File: src/rtl/axi_lite_bridge_if.sv
// AXI4-Lite bus bundle used between the bridge (master) and the interconnect (slave).
interface axi_lite_bridge_if #(
  parameter int ADDR_W = 32,
  parameter int DATA_W = 64
);
  localparam int STRB_W = DATA_W / 8;

  logic [ADDR_W-1:0] awaddr;
  logic              awvalid;
  logic              awready;
  logic [DATA_W-1:0] wdata;
  logic [STRB_W-1:0] wstrb;
  logic              wvalid;
  logic              wready;
  logic [1:0]        bresp;
  logic              bvalid;
  logic              bready;
  logic [ADDR_W-1:0] araddr;
  logic              arvalid;
  logic              arready;
  logic [DATA_W-1:0] rdata;
  logic [1:0]        rresp;
  logic              rvalid;
  logic              rready;

  modport master (
    output awaddr, awvalid, wdata, wstrb, wvalid, bready, araddr, arvalid, rready,
    input  awready, wready, bresp, bvalid, arready, rdata, rresp, rvalid
  );

  modport slave (
    input  awaddr, awvalid, wdata, wstrb, wvalid, bready, araddr, arvalid, rready,
    output awready, wready, bresp, bvalid, arready, rdata, rresp, rvalid
  );
endinterface

File: src/rtl/axi_lite_bridge.sv
// Core data-memory port to single-beat AXI4-Lite master, one transaction outstanding.
// Optional sticky error flag err_o enabled by defining AXI_BRIDGE_ERR_EN.
module axi_lite_bridge #(
  parameter int ADDR_W = 32,
  parameter int DATA_W = 64
) (
  input  logic                clk,
  input  logic                rst,
  input  logic                core_ren_i,
  input  logic [63:0]         core_raddr_i,
  input  logic                core_wen_i,
  input  logic [63:0]         core_waddr_i,
  input  logic [DATA_W-1:0]   core_wdata_i,
  input  logic [DATA_W/8-1:0] core_wmask_i,
  input  logic                core_flush_i,
  output logic [DATA_W-1:0]   core_rdata_o,
  output logic                core_rvalid_o,
  output logic                core_wdone_o,
  output logic                core_busy_o,
`ifdef AXI_BRIDGE_ERR_EN
  output logic                err_o,
`endif
  axi_lite_bridge_if.master   m
);

  typedef enum logic [2:0] {IDLE, WR_REQ, WR_RESP, RD_REQ, RD_DATA} state_t;

  state_t            state;
  logic              rd_pend;
  logic              drop;
  logic              drop_now;
  logic [ADDR_W-1:0] waddr_al;
  logic [ADDR_W-1:0] raddr_al;
  logic              unused_addr;

  // A flush arriving in the completing cycle still suppresses that completion.
  assign drop_now    = drop | core_flush_i;
  assign waddr_al    = {core_waddr_i[ADDR_W-1:3], 3'b000};
  assign raddr_al    = {core_raddr_i[ADDR_W-1:3], 3'b000};
  assign core_busy_o = (state != IDLE);
  assign unused_addr = ^{core_waddr_i[63:ADDR_W], core_waddr_i[2:0],
                         core_raddr_i[63:ADDR_W], core_raddr_i[2:0]};

  // NOTE: all state and registered outputs use non-blocking assignments so every
  // read in this block sees the pre-edge value; later assignments override earlier ones.
  always_ff @(posedge clk or negedge rst) begin
    if (!rst) begin
      state         <= IDLE;
      rd_pend       <= 1'b0;
      drop          <= 1'b0;
      core_rdata_o  <= '0;
      core_rvalid_o <= 1'b0;
      core_wdone_o  <= 1'b0;
      m.awaddr      <= '0;
      m.awvalid     <= 1'b0;
      m.wdata       <= '0;
      m.wstrb       <= '0;
      m.wvalid      <= 1'b0;
      m.bready      <= 1'b0;
      m.araddr      <= '0;
      m.arvalid     <= 1'b0;
      m.rready      <= 1'b0;
    end else begin
      core_rvalid_o <= 1'b0;
      core_wdone_o  <= 1'b0;
      // Issued transactions always run to completion; flush only hides the result.
      if (state != IDLE && core_flush_i) begin
        drop    <= 1'b1;
        rd_pend <= 1'b0;
      end
      case (state)
        IDLE: begin
          if (!core_flush_i) begin
            if (core_wen_i) begin
              m.awaddr  <= waddr_al;
              m.wdata   <= core_wdata_i;
              m.wstrb   <= core_wmask_i;
              m.awvalid <= 1'b1;
              m.wvalid  <= 1'b1;
              rd_pend   <= core_ren_i;
              if (core_ren_i) m.araddr <= raddr_al;
              state     <= WR_REQ;
            end else if (core_ren_i) begin
              m.araddr  <= raddr_al;
              m.arvalid <= 1'b1;
              state     <= RD_REQ;
            end
          end
        end
        WR_REQ: begin
          if (m.awvalid && m.awready) m.awvalid <= 1'b0;
          if (m.wvalid && m.wready)   m.wvalid  <= 1'b0;
          if ((!m.awvalid || m.awready) && (!m.wvalid || m.wready)) begin
            m.bready <= 1'b1;
            state    <= WR_RESP;
          end
        end
        WR_RESP: begin
          if (m.bvalid) begin
            m.bready     <= 1'b0;
            core_wdone_o <= !drop_now;
            drop         <= 1'b0;
            rd_pend      <= 1'b0;
            if (rd_pend && !core_flush_i) begin
              m.arvalid <= 1'b1;
              state     <= RD_REQ;
            end else begin
              state <= IDLE;
            end
          end
        end
        RD_REQ: begin
          if (m.arready) begin
            m.arvalid <= 1'b0;
            m.rready  <= 1'b1;
            state     <= RD_DATA;
          end
        end
        RD_DATA: begin
          if (m.rvalid) begin
            m.rready <= 1'b0;
            if (!drop_now) begin
              core_rdata_o  <= m.rdata;
              core_rvalid_o <= 1'b1;
            end
            drop  <= 1'b0;
            state <= IDLE;
          end
        end
        default: state <= IDLE;
      endcase
    end
  end

`ifdef AXI_BRIDGE_ERR_EN
  // Sticky: any non-OKAY completion, dropped or not, latches until reset.
  always_ff @(posedge clk or negedge rst) begin
    if (!rst) begin
      err_o <= 1'b0;
    end else begin
      if (state == WR_RESP && m.bvalid && m.bresp != 2'b00) err_o <= 1'b1;
      if (state == RD_DATA && m.rvalid && m.rresp != 2'b00) err_o <= 1'b1;
    end
  end
`else
  logic unused_resp;
  assign unused_resp = ^{m.bresp, m.rresp};
`endif

endmodule
File: src/flat_wrapper.sv
// flat-port wrapper written by rule: the top's interface ports become plain ports
module axi_lite_bridge_flat 
#(
  parameter int ADDR_W = 32,
  parameter int DATA_W = 64
)
  (clk, rst, core_ren_i, core_raddr_i, core_wen_i, core_waddr_i, core_wdata_i, core_wmask_i, core_flush_i, core_rdata_o, core_rvalid_o, core_wdone_o, core_busy_o, m_awaddr, m_awvalid, m_wdata, m_wstrb, m_wvalid, m_bready, m_araddr, m_arvalid, m_rready, m_awready, m_wready, m_bresp, m_bvalid, m_arready, m_rdata, m_rresp, m_rvalid);
  axi_lite_bridge_if #(.ADDR_W(ADDR_W), .DATA_W(DATA_W)) m_i ();
  input  logic clk;
  input  logic rst;
  input  logic core_ren_i;
  input  logic [63:0] core_raddr_i;
  input  logic core_wen_i;
  input  logic [63:0] core_waddr_i;
  input  logic [DATA_W-1:0] core_wdata_i;
  input  logic [DATA_W/8-1:0] core_wmask_i;
  input  logic core_flush_i;
  output logic [DATA_W-1:0] core_rdata_o;
  output logic core_rvalid_o;
  output logic core_wdone_o;
  output logic core_busy_o;
  output wire logic [$bits(m_i.awaddr)-1:0] m_awaddr;
  output wire logic [$bits(m_i.awvalid)-1:0] m_awvalid;
  output wire logic [$bits(m_i.wdata)-1:0] m_wdata;
  output wire logic [$bits(m_i.wstrb)-1:0] m_wstrb;
  output wire logic [$bits(m_i.wvalid)-1:0] m_wvalid;
  output wire logic [$bits(m_i.bready)-1:0] m_bready;
  output wire logic [$bits(m_i.araddr)-1:0] m_araddr;
  output wire logic [$bits(m_i.arvalid)-1:0] m_arvalid;
  output wire logic [$bits(m_i.rready)-1:0] m_rready;
  input wire logic [$bits(m_i.awready)-1:0] m_awready;
  input wire logic [$bits(m_i.wready)-1:0] m_wready;
  input wire logic [$bits(m_i.bresp)-1:0] m_bresp;
  input wire logic [$bits(m_i.bvalid)-1:0] m_bvalid;
  input wire logic [$bits(m_i.arready)-1:0] m_arready;
  input wire logic [$bits(m_i.rdata)-1:0] m_rdata;
  input wire logic [$bits(m_i.rresp)-1:0] m_rresp;
  input wire logic [$bits(m_i.rvalid)-1:0] m_rvalid;
  assign m_awaddr = m_i.awaddr;
  assign m_awvalid = m_i.awvalid;
  assign m_wdata = m_i.wdata;
  assign m_wstrb = m_i.wstrb;
  assign m_wvalid = m_i.wvalid;
  assign m_bready = m_i.bready;
  assign m_araddr = m_i.araddr;
  assign m_arvalid = m_i.arvalid;
  assign m_rready = m_i.rready;
  assign m_i.awready = m_awready;
  assign m_i.wready = m_wready;
  assign m_i.bresp = m_bresp;
  assign m_i.bvalid = m_bvalid;
  assign m_i.arready = m_arready;
  assign m_i.rdata = m_rdata;
  assign m_i.rresp = m_rresp;
  assign m_i.rvalid = m_rvalid;
  axi_lite_bridge #(.ADDR_W(ADDR_W), .DATA_W(DATA_W)) u_core (.clk(clk), .rst(rst), .core_ren_i(core_ren_i), .core_raddr_i(core_raddr_i), .core_wen_i(core_wen_i), .core_waddr_i(core_waddr_i), .core_wdata_i(core_wdata_i), .core_wmask_i(core_wmask_i), .core_flush_i(core_flush_i), .core_rdata_o(core_rdata_o), .core_rvalid_o(core_rvalid_o), .core_wdone_o(core_wdone_o), .core_busy_o(core_busy_o), .m(m_i));
endmodule
File: config.mk
export PLATFORM = sky130hd
export DESIGN_NAME = axi_lite_bridge_flat
export DESIGN_NICKNAME = d
export VERILOG_FILES = /design/src/rtl/axi_lite_bridge_if.sv /design/src/rtl/axi_lite_bridge.sv /design/src/flat_wrapper.sv
export SDC_FILE = /design/constraint.sdc
export NUM_CORES = 1
export LEC_CHECK = 0
export CAP_MARGIN = 20
export CORE_AREA = 2 2 192 194
export CTS_CLUSTER_SIZE = 40
export DETAILED_ROUTE_END_ITERATION = 8
export DIE_AREA = 0 0 194 196
export GPL_TIMING_DRIVEN = 1
export HOLD_SLACK_MARGIN = 0.15
export SLEW_MARGIN = 15
export SYNTH_ARGS = -nofsm -noshare
export SYNTH_HDL_FRONTEND = slang
export SYNTH_SLANG_ARGS = --single-unit
File: constraint.sdc
create_clock -name clk -period 1.8 [get_ports clk]
set_input_delay 0.18 -clock clk [delete_from_list [all_inputs] [get_ports clk]]
set_output_delay 0.18 -clock clk [all_outputs]
set_load 0.02 [all_outputs]
==> run_results.csv, run 1 <==
group,metric,value,unit
yosys,yosys_warnings,0,
sta,clock_skew,10.3,ps
clocking,clock-root-buffer,"clkbuf_16",
grt,grt_use_total,12.4,%
sta,tightest_slew,509,ps
route,wire_per_inst,16.8,um
yosys,synth-main-ff-cell,"dfrtp_1",
sta,relSlewSlack,66.1,%
die,core-area,36100,um2
route,firstDrtPassIters,4,
setup_path,r2r_end,"u_core.m.awaddr[8]",
grt,grt.overflow.total,0,
cells_and_area,fillers,3426,
clocking,clkSlewWorstSetupHoldPaths,50,ps
power_and_ir_drop,total_power,0.0249,W
cells_and_area,areaGrowthSynthToFinish,69.1,%
sta,rsz0062_at_grt,"yes",
die,start_util,23.2,%
cells_and_area,layout_common_cells,"clkdlybuf4s50_1 (397), dfrtp_1 (204), mux2_4 (90)",
setup_path,r2r_cells,6,
die,fp.dieArea,38000,um2
power_and_ir_drop,power_density,1760,nW/um2
setup_path,critPathKind,"reg2out",
setup_path,cpLargestDelayFamily,"flip-flops",
die,die_h,196,um
route,drtIter0Drc,216,
setup_path,critPathMaxStageDelay,460,ps
route,drc,0,
placed_design,place_ws,-142,ps
yosys,yosysUniqueCellTypes,39,
power_and_ir_drop,vdd_drop_max,1010,uV
route,vias_per_cell,4.07,
grt,grt_max_degree,53,
placed_design,numPortBuffers,405,
cells_and_area,drive_gt1_share,24.9,%
route,antenna_left,0,
sta,post-route-min-period,1720,ps
setup_path,crit_required,1620,ps
sta,hold_slack,232,ps
placed_design,place_inst,1398,
clocking,cts_buffer_depth,3,
cells_and_area,fin_cells,1441,
yosys,syn_area_per_cell,16.7,um2
clocking,cts_sinks,206,
cells_and_area,postLayoutCoreUtil,39.3,%
min_path,hold_class,"in2async",
job,cap_violations,0,
yosys,synth_seq_area_share,61.5,%
setup_path,critPathLaunch,"u_core.state[1]",
placed_design,finalWeightedCongestion,0.782,
cells_and_area,diodes,0,
grt,grt_pass1_wl,37.3,mm
setup_path,slowest_stage,"dfrtp_2",
yosys,synth_cells,503,
cells_and_area,final_common_cell,"clkdlybuf4s50_1",
setup_path,critical_path_buf_inv_count,1,
clocking,cts_buffers,25,
yosys,synth_area,8380,um2
sta,timing.final.ws_setup,80.6,ps
sta,finalSetupViolCount,0,
grt,grt_pass1_vias,6388,
sta,period_share,95.5,%
sta,final_hold_viol_count,0,
clocking,htreeDepth,1,
yosys,synth-edff-count,0,
setup_path,cp.arrival,1540,ps
die,ios,486,
die,rows,70,
grt,antenna_found_initial,0,
power_and_ir_drop,p_leak,6.46,nW
yosys,async_flop_share,100,%
cells_and_area,nets,1237,
placed_design,place_hpwl,18.1,mm
setup_path,worstPathMaxFanout,5,
yosys,yosys_register_bits,206,
route,wl,24.2,mm
clocking,clock_latency,510,ps
route,via_count,5863,
sta,final-max-slew-violation-count,0,
setup_path,rrSetupSlack,90,ps
die,fp.dieW,194,um
outcome,status,"completed",
sta,fmax,582,MHz
clocking,cts_tree,"built",
setup_path,start_kind,"flip-flop",
setup_path,endpoint_kind,"output pin",
setup_path,crit_chain,"or3_4 > buf_2",
setup_path,r2r_start,"u_core.state[2]",
-- per-layer routing --
metal	part of all wire [%]	track usage, %	up-vias	wire [um]
li1	-	-	2671	-
met1	41	14.8	2900	9800
met2	49	21.3	261	11800
met3	8.7	4.76	31	2110
met4	1.8	2.30	0	434
met5	0	0	-	0
-- Yosys cell counts (all sizes together), types with 2 or more instances --
cell      n  area share (%)
nor2     11            0.61
inv       5            0.22
mux2    194              30
a21oi     5            0.30
buf      32             3.4
o21ai     9            0.54
or3       2            0.15
nor4      2            0.33
nand2     8            0.36
a31oi     2            0.15
nand3     4            0.30
dfrtp   206              62
nand2b    5            0.37
-- state kept, by name (all words and copies together) (netlist names) --
| register | count |
|---|---|
| u_core.core_rdata_o | 64 |
| u_core.core_rvalid_o | 1 |
| u_core.core_wdone_o | 1 |
| u_core.drop | 1 |
| u_core.m.araddr | 29 |
| u_core.m.arvalid | 1 |
| u_core.m.awaddr | 29 |
| u_core.m.awvalid | 1 |
| u_core.m.bready | 1 |
| u_core.m.rready | 1 |
| u_core.m.wdata | 64 |
| u_core.m.wstrb | 8 |
| u_core.m.wvalid | 1 |
| u_core.rd_pend | 1 |
| u_core.state | 3 |
-- worst register-to-register path, stage by stage (launching register included) --
cell and delay [ps]:
dfrtp_2 420, buf_4 180, nor2_4 190, nand3_4 120, buf_12 180, buf_12 180
mux2_4 320
-- stage by stage --
| step | setup TNS, ps | area, um2 |
|---|---|---|
| 2_1_floorplan | 0 | 8400 |
| 3_3_place_gp | -13840 | 13300 |
| 3_5_place_dp | -16070 | 13300 |
| 4_1_cts | 0 | 14100 |
| 5_1_grt | -4.53 | 14200 |
| 6_report | 0 | 14200 |
-- final cells by class --
cell class	count	area (um2)	area share, %
clock inverter	7	135	0.954
tap	468	586	4.13
timing repair buffer	457	4640	32.8
sequential	206	5160	36.4
inverter	6	23.8	0.168
multi-input combinational	263	2940	20.8
clock buffer	34	679	4.80
-- power breakdown --
| part | internal (W) | leakage (nW) | switching [W] |
|---|---|---|---|
| registers | 0.00681 | 2.56 | 0.00118 |
| logic | 0.00661 | 3.50 | 0.00528 |
| clock network | 0.00318 | 0.399 | 0.00186 |
-- how the worst max path moves through the flow --
stage / end / slack [ps] / depth (start not counted)
after floorplan: u_core.core_rdata_o[0] / 250 / 7
after global placement: u_core.core_rdata_o[60] / -110 / 5
after detailed placement: u_core.core_rdata_o[23] / -140 / 5
after CTS: core_busy_o / 10 / 2
after global routing: u_core.core_rdata_o[14] / -5 / 6
final: core_busy_o / 80 / 2
-- cells by family (layout without fill, tap and decap cells) --
kind of cell | Yosys count | count (layout) | share of synthesized area [%]
simple gates | 36 | 36 | 2.46
buf+inv | 39 | 504 | 3.76
compound gates | 27 | 27 | 2.08
flops | 206 | 206 | 61.5
mux | 194 | 194 | 30.1
other cells | 1 | 6 | 0.0448
-- timing repair --
| action | CTS | global route |
|---|---|---|
| buffers inserted | 1 | 0 |
| hold buffers | 1 | 0 |
| gates resized for setup | 8 | 5 |
| hold endpoints to repair | 206 | 0 |
| setup endpoints to repair | 3 | 5 |
(Power assumes the default switching activity.)
==> run 2, diff against run 1 <==
--- a/constraint.sdc
+++ b/constraint.sdc
@@ -3,2 +3,2 @@
 set_output_delay 0.18 -clock clk [all_outputs]
-set_load 0.02 [all_outputs]
+set_load 0.005 [all_outputs]
==> run 2 against run 1 <==
Die area did not move. Core utilization rose by 0.25 points. First-iteration DRC count fell by 4.6%. Setup slack got worse by 21 ps. Maximum frequency fell by 1.2%. Final area rose by 0.64%. Sequential share of layout area fell by 0.22 points. Total power fell by 11%. Critical endpoint is now u_core.m.wdata[16]. Largest cell class unchanged. Highest routed layer unchanged.
==> run_results.csv, run 2 (same netlist as run 1, synthesis figures left out) <==
group,metric,value,unit
outcome,status,"completed",
cells_and_area,areaGrowthSynthToFinish,70.2,%
setup_path,start_kind,"flip-flop",
setup_path,r2r_cells,7,
route,wl,24.7,mm
clocking,cts_buffers,24,
cells_and_area,layout_common_cells,"clkdlybuf4s50_1 (403), dfrtp_1 (203), mux2_4 (106)",
route,drc,0,
setup_path,worstPathMaxFanout,16,
cells_and_area,drive_gt1_share,26.9,%
placed_design,place_hpwl,17.7,mm
placed_design,numPortBuffers,405,
route,wire_per_inst,17.1,um
cells_and_area,multi_input_area,3010,um2
clocking,htreeDepth,1,
grt,grt_use_total,12.3,%
grt,grt.overflow.total,0,
setup_path,endpoint_kind,"flip-flop",
die,ios,486,
clocking,clock-root-buffer,"clkbuf_16",
cells_and_area,nets,1242,
clocking,clock_latency,520,ps
power_and_ir_drop,vdd_drop_max,815,uV
placed_design,place_ws,-116,ps
die,fp.dieArea,38000,um2
sta,clock_skew,12.6,ps
setup_path,critPathKind,"reg2reg",
cells_and_area,fin_cells,1448,
sta,rsz0062_at_grt,"yes",
sta,fmax,575,MHz
setup_path,crit_required,2200,ps
cells_and_area,diodes,0,
die,rows,70,
grt,grt_pass1_wl,37.2,mm
min_path,hold_class,"in2async",
sta,final-max-slew-violation-count,0,
cells_and_area,fillers,3433,
sta,finalSetupViolCount,0,
grt,grt_max_degree,53,
power_and_ir_drop,p_leak,6.44,nW
die,start_util,23.2,%
die,core-area,36100,um2
power_and_ir_drop,power_density,1550,nW/um2
grt,antenna_found_initial,0,
clocking,cts_tree,"built",
sta,post-route-min-period,1740,ps
route,vias_per_cell,4.05,
setup_path,cp.arrival,2140,ps
route,via_count,5870,
placed_design,finalWeightedCongestion,0.771,
cells_and_area,regArea,5160,um2
sta,timing.final.ws_setup,59.9,ps
sta,hold_slack,177,ps
die,die_h,196,um
grt,grt_pass1_vias,6331,
clocking,cts_buffer_depth,3,
route,firstDrtPassIters,4,
clocking,clkSlewWorstSetupHoldPaths,60,ps
route,antenna_left,0,
cells_and_area,final_common_cell,"clkdlybuf4s50_1",
clocking,cts_sinks,206,
route,drtIter0Drc,206,
sta,final_hold_viol_count,0,
placed_design,place_inst,1393,
sta,period_share,96.7,%
die,fp.dieW,194,um
job,cap_violations,0,
cells_and_area,top_regs,"u_core.core_rdata_o: 64 flops, u_core.m.wdata: 64 flops",
-- run 2: final timing paths --
check                                          endpoint  slack (ps)               startpoint
worst max-delay path                 u_core.m.wdata[16]          60          u_core.state[1]
worst min-delay path            u_core.core_rdata_o[38]         180                      rst
worst max register to register       u_core.m.wdata[16]          60          u_core.state[1]
worst min register to register  u_core.core_rdata_o[43]         480  u_core.core_rdata_o[43]
max in group asynchronous           u_core.m.araddr[16]         960                      rst
min in group clk                u_core.core_rdata_o[23]         260              m_rdata[23]
-- run 2: what timing repair did --
item,CTS,global route
gates resized for setup,7,28
endpoints found under the setup margin,1,59
endpoints found under the hold margin,206,0
setup buffers,3,4
gates cloned,0,5
hold buffers,1,0
-- run 2: report_power, final --
part / internal [W] / switching (W)
clock network: 0.00270 / 0.00190
registers: 0.00681 / 0.00116
logic: 0.00675 / 0.00282
-- run 2: per-stage QoR --
| step | TNS, ps | util [%] | area (um2) | power [W] |
|---|---|---|---|---|
| after floorplan | 0 | - | 8400 | 0.0116 |
| after global placement | -11640 | 36.6 | 13200 | 0.0173 |
| after detailed placement | -11180 | 36.6 | 13200 | 0.0174 |
| after CTS | 0 | 38.8 | 14000 | 0.0223 |
| after global routing | -451 | 39.5 | 14300 | 0.0235 |
| final | 0 | 39.5 | 14300 | 0.0221 |
-- run 2: final cells by class --
cell class	instances	share of cell area, %
Sequential cell	206	36.2
Timing Repair Buffer	463	33.2
Multi-Input combinational cell	263	21.1
Clock buffer	36	4.96
Tap cell	468	4.11
Clock inverter	6	0.228
Inverter	6	0.176
-- run 2: layer usage --
| metal | track usage [%] | vias to the layer above | wire, um |
|---|---|---|---|
| li1 | - | 2679 | - |
| met1 | 15.2 | 2903 | 10100 |
| met2 | 20.4 | 256 | 12000 |
| met3 | 4.31 | 32 | 2150 |
| met4 | 3.34 | 0 | 460 |
| met5 | 0 | - | 0 |
-- run 2: worst max-delay path, stage by stage, from the launching register on --
cell and delay (ps):
dfrtp_2 410, buf_6 130, buf_4 130, nor2_4 170, nand3_4 130, buf_12 170, buf_12 170, mux2_4 300
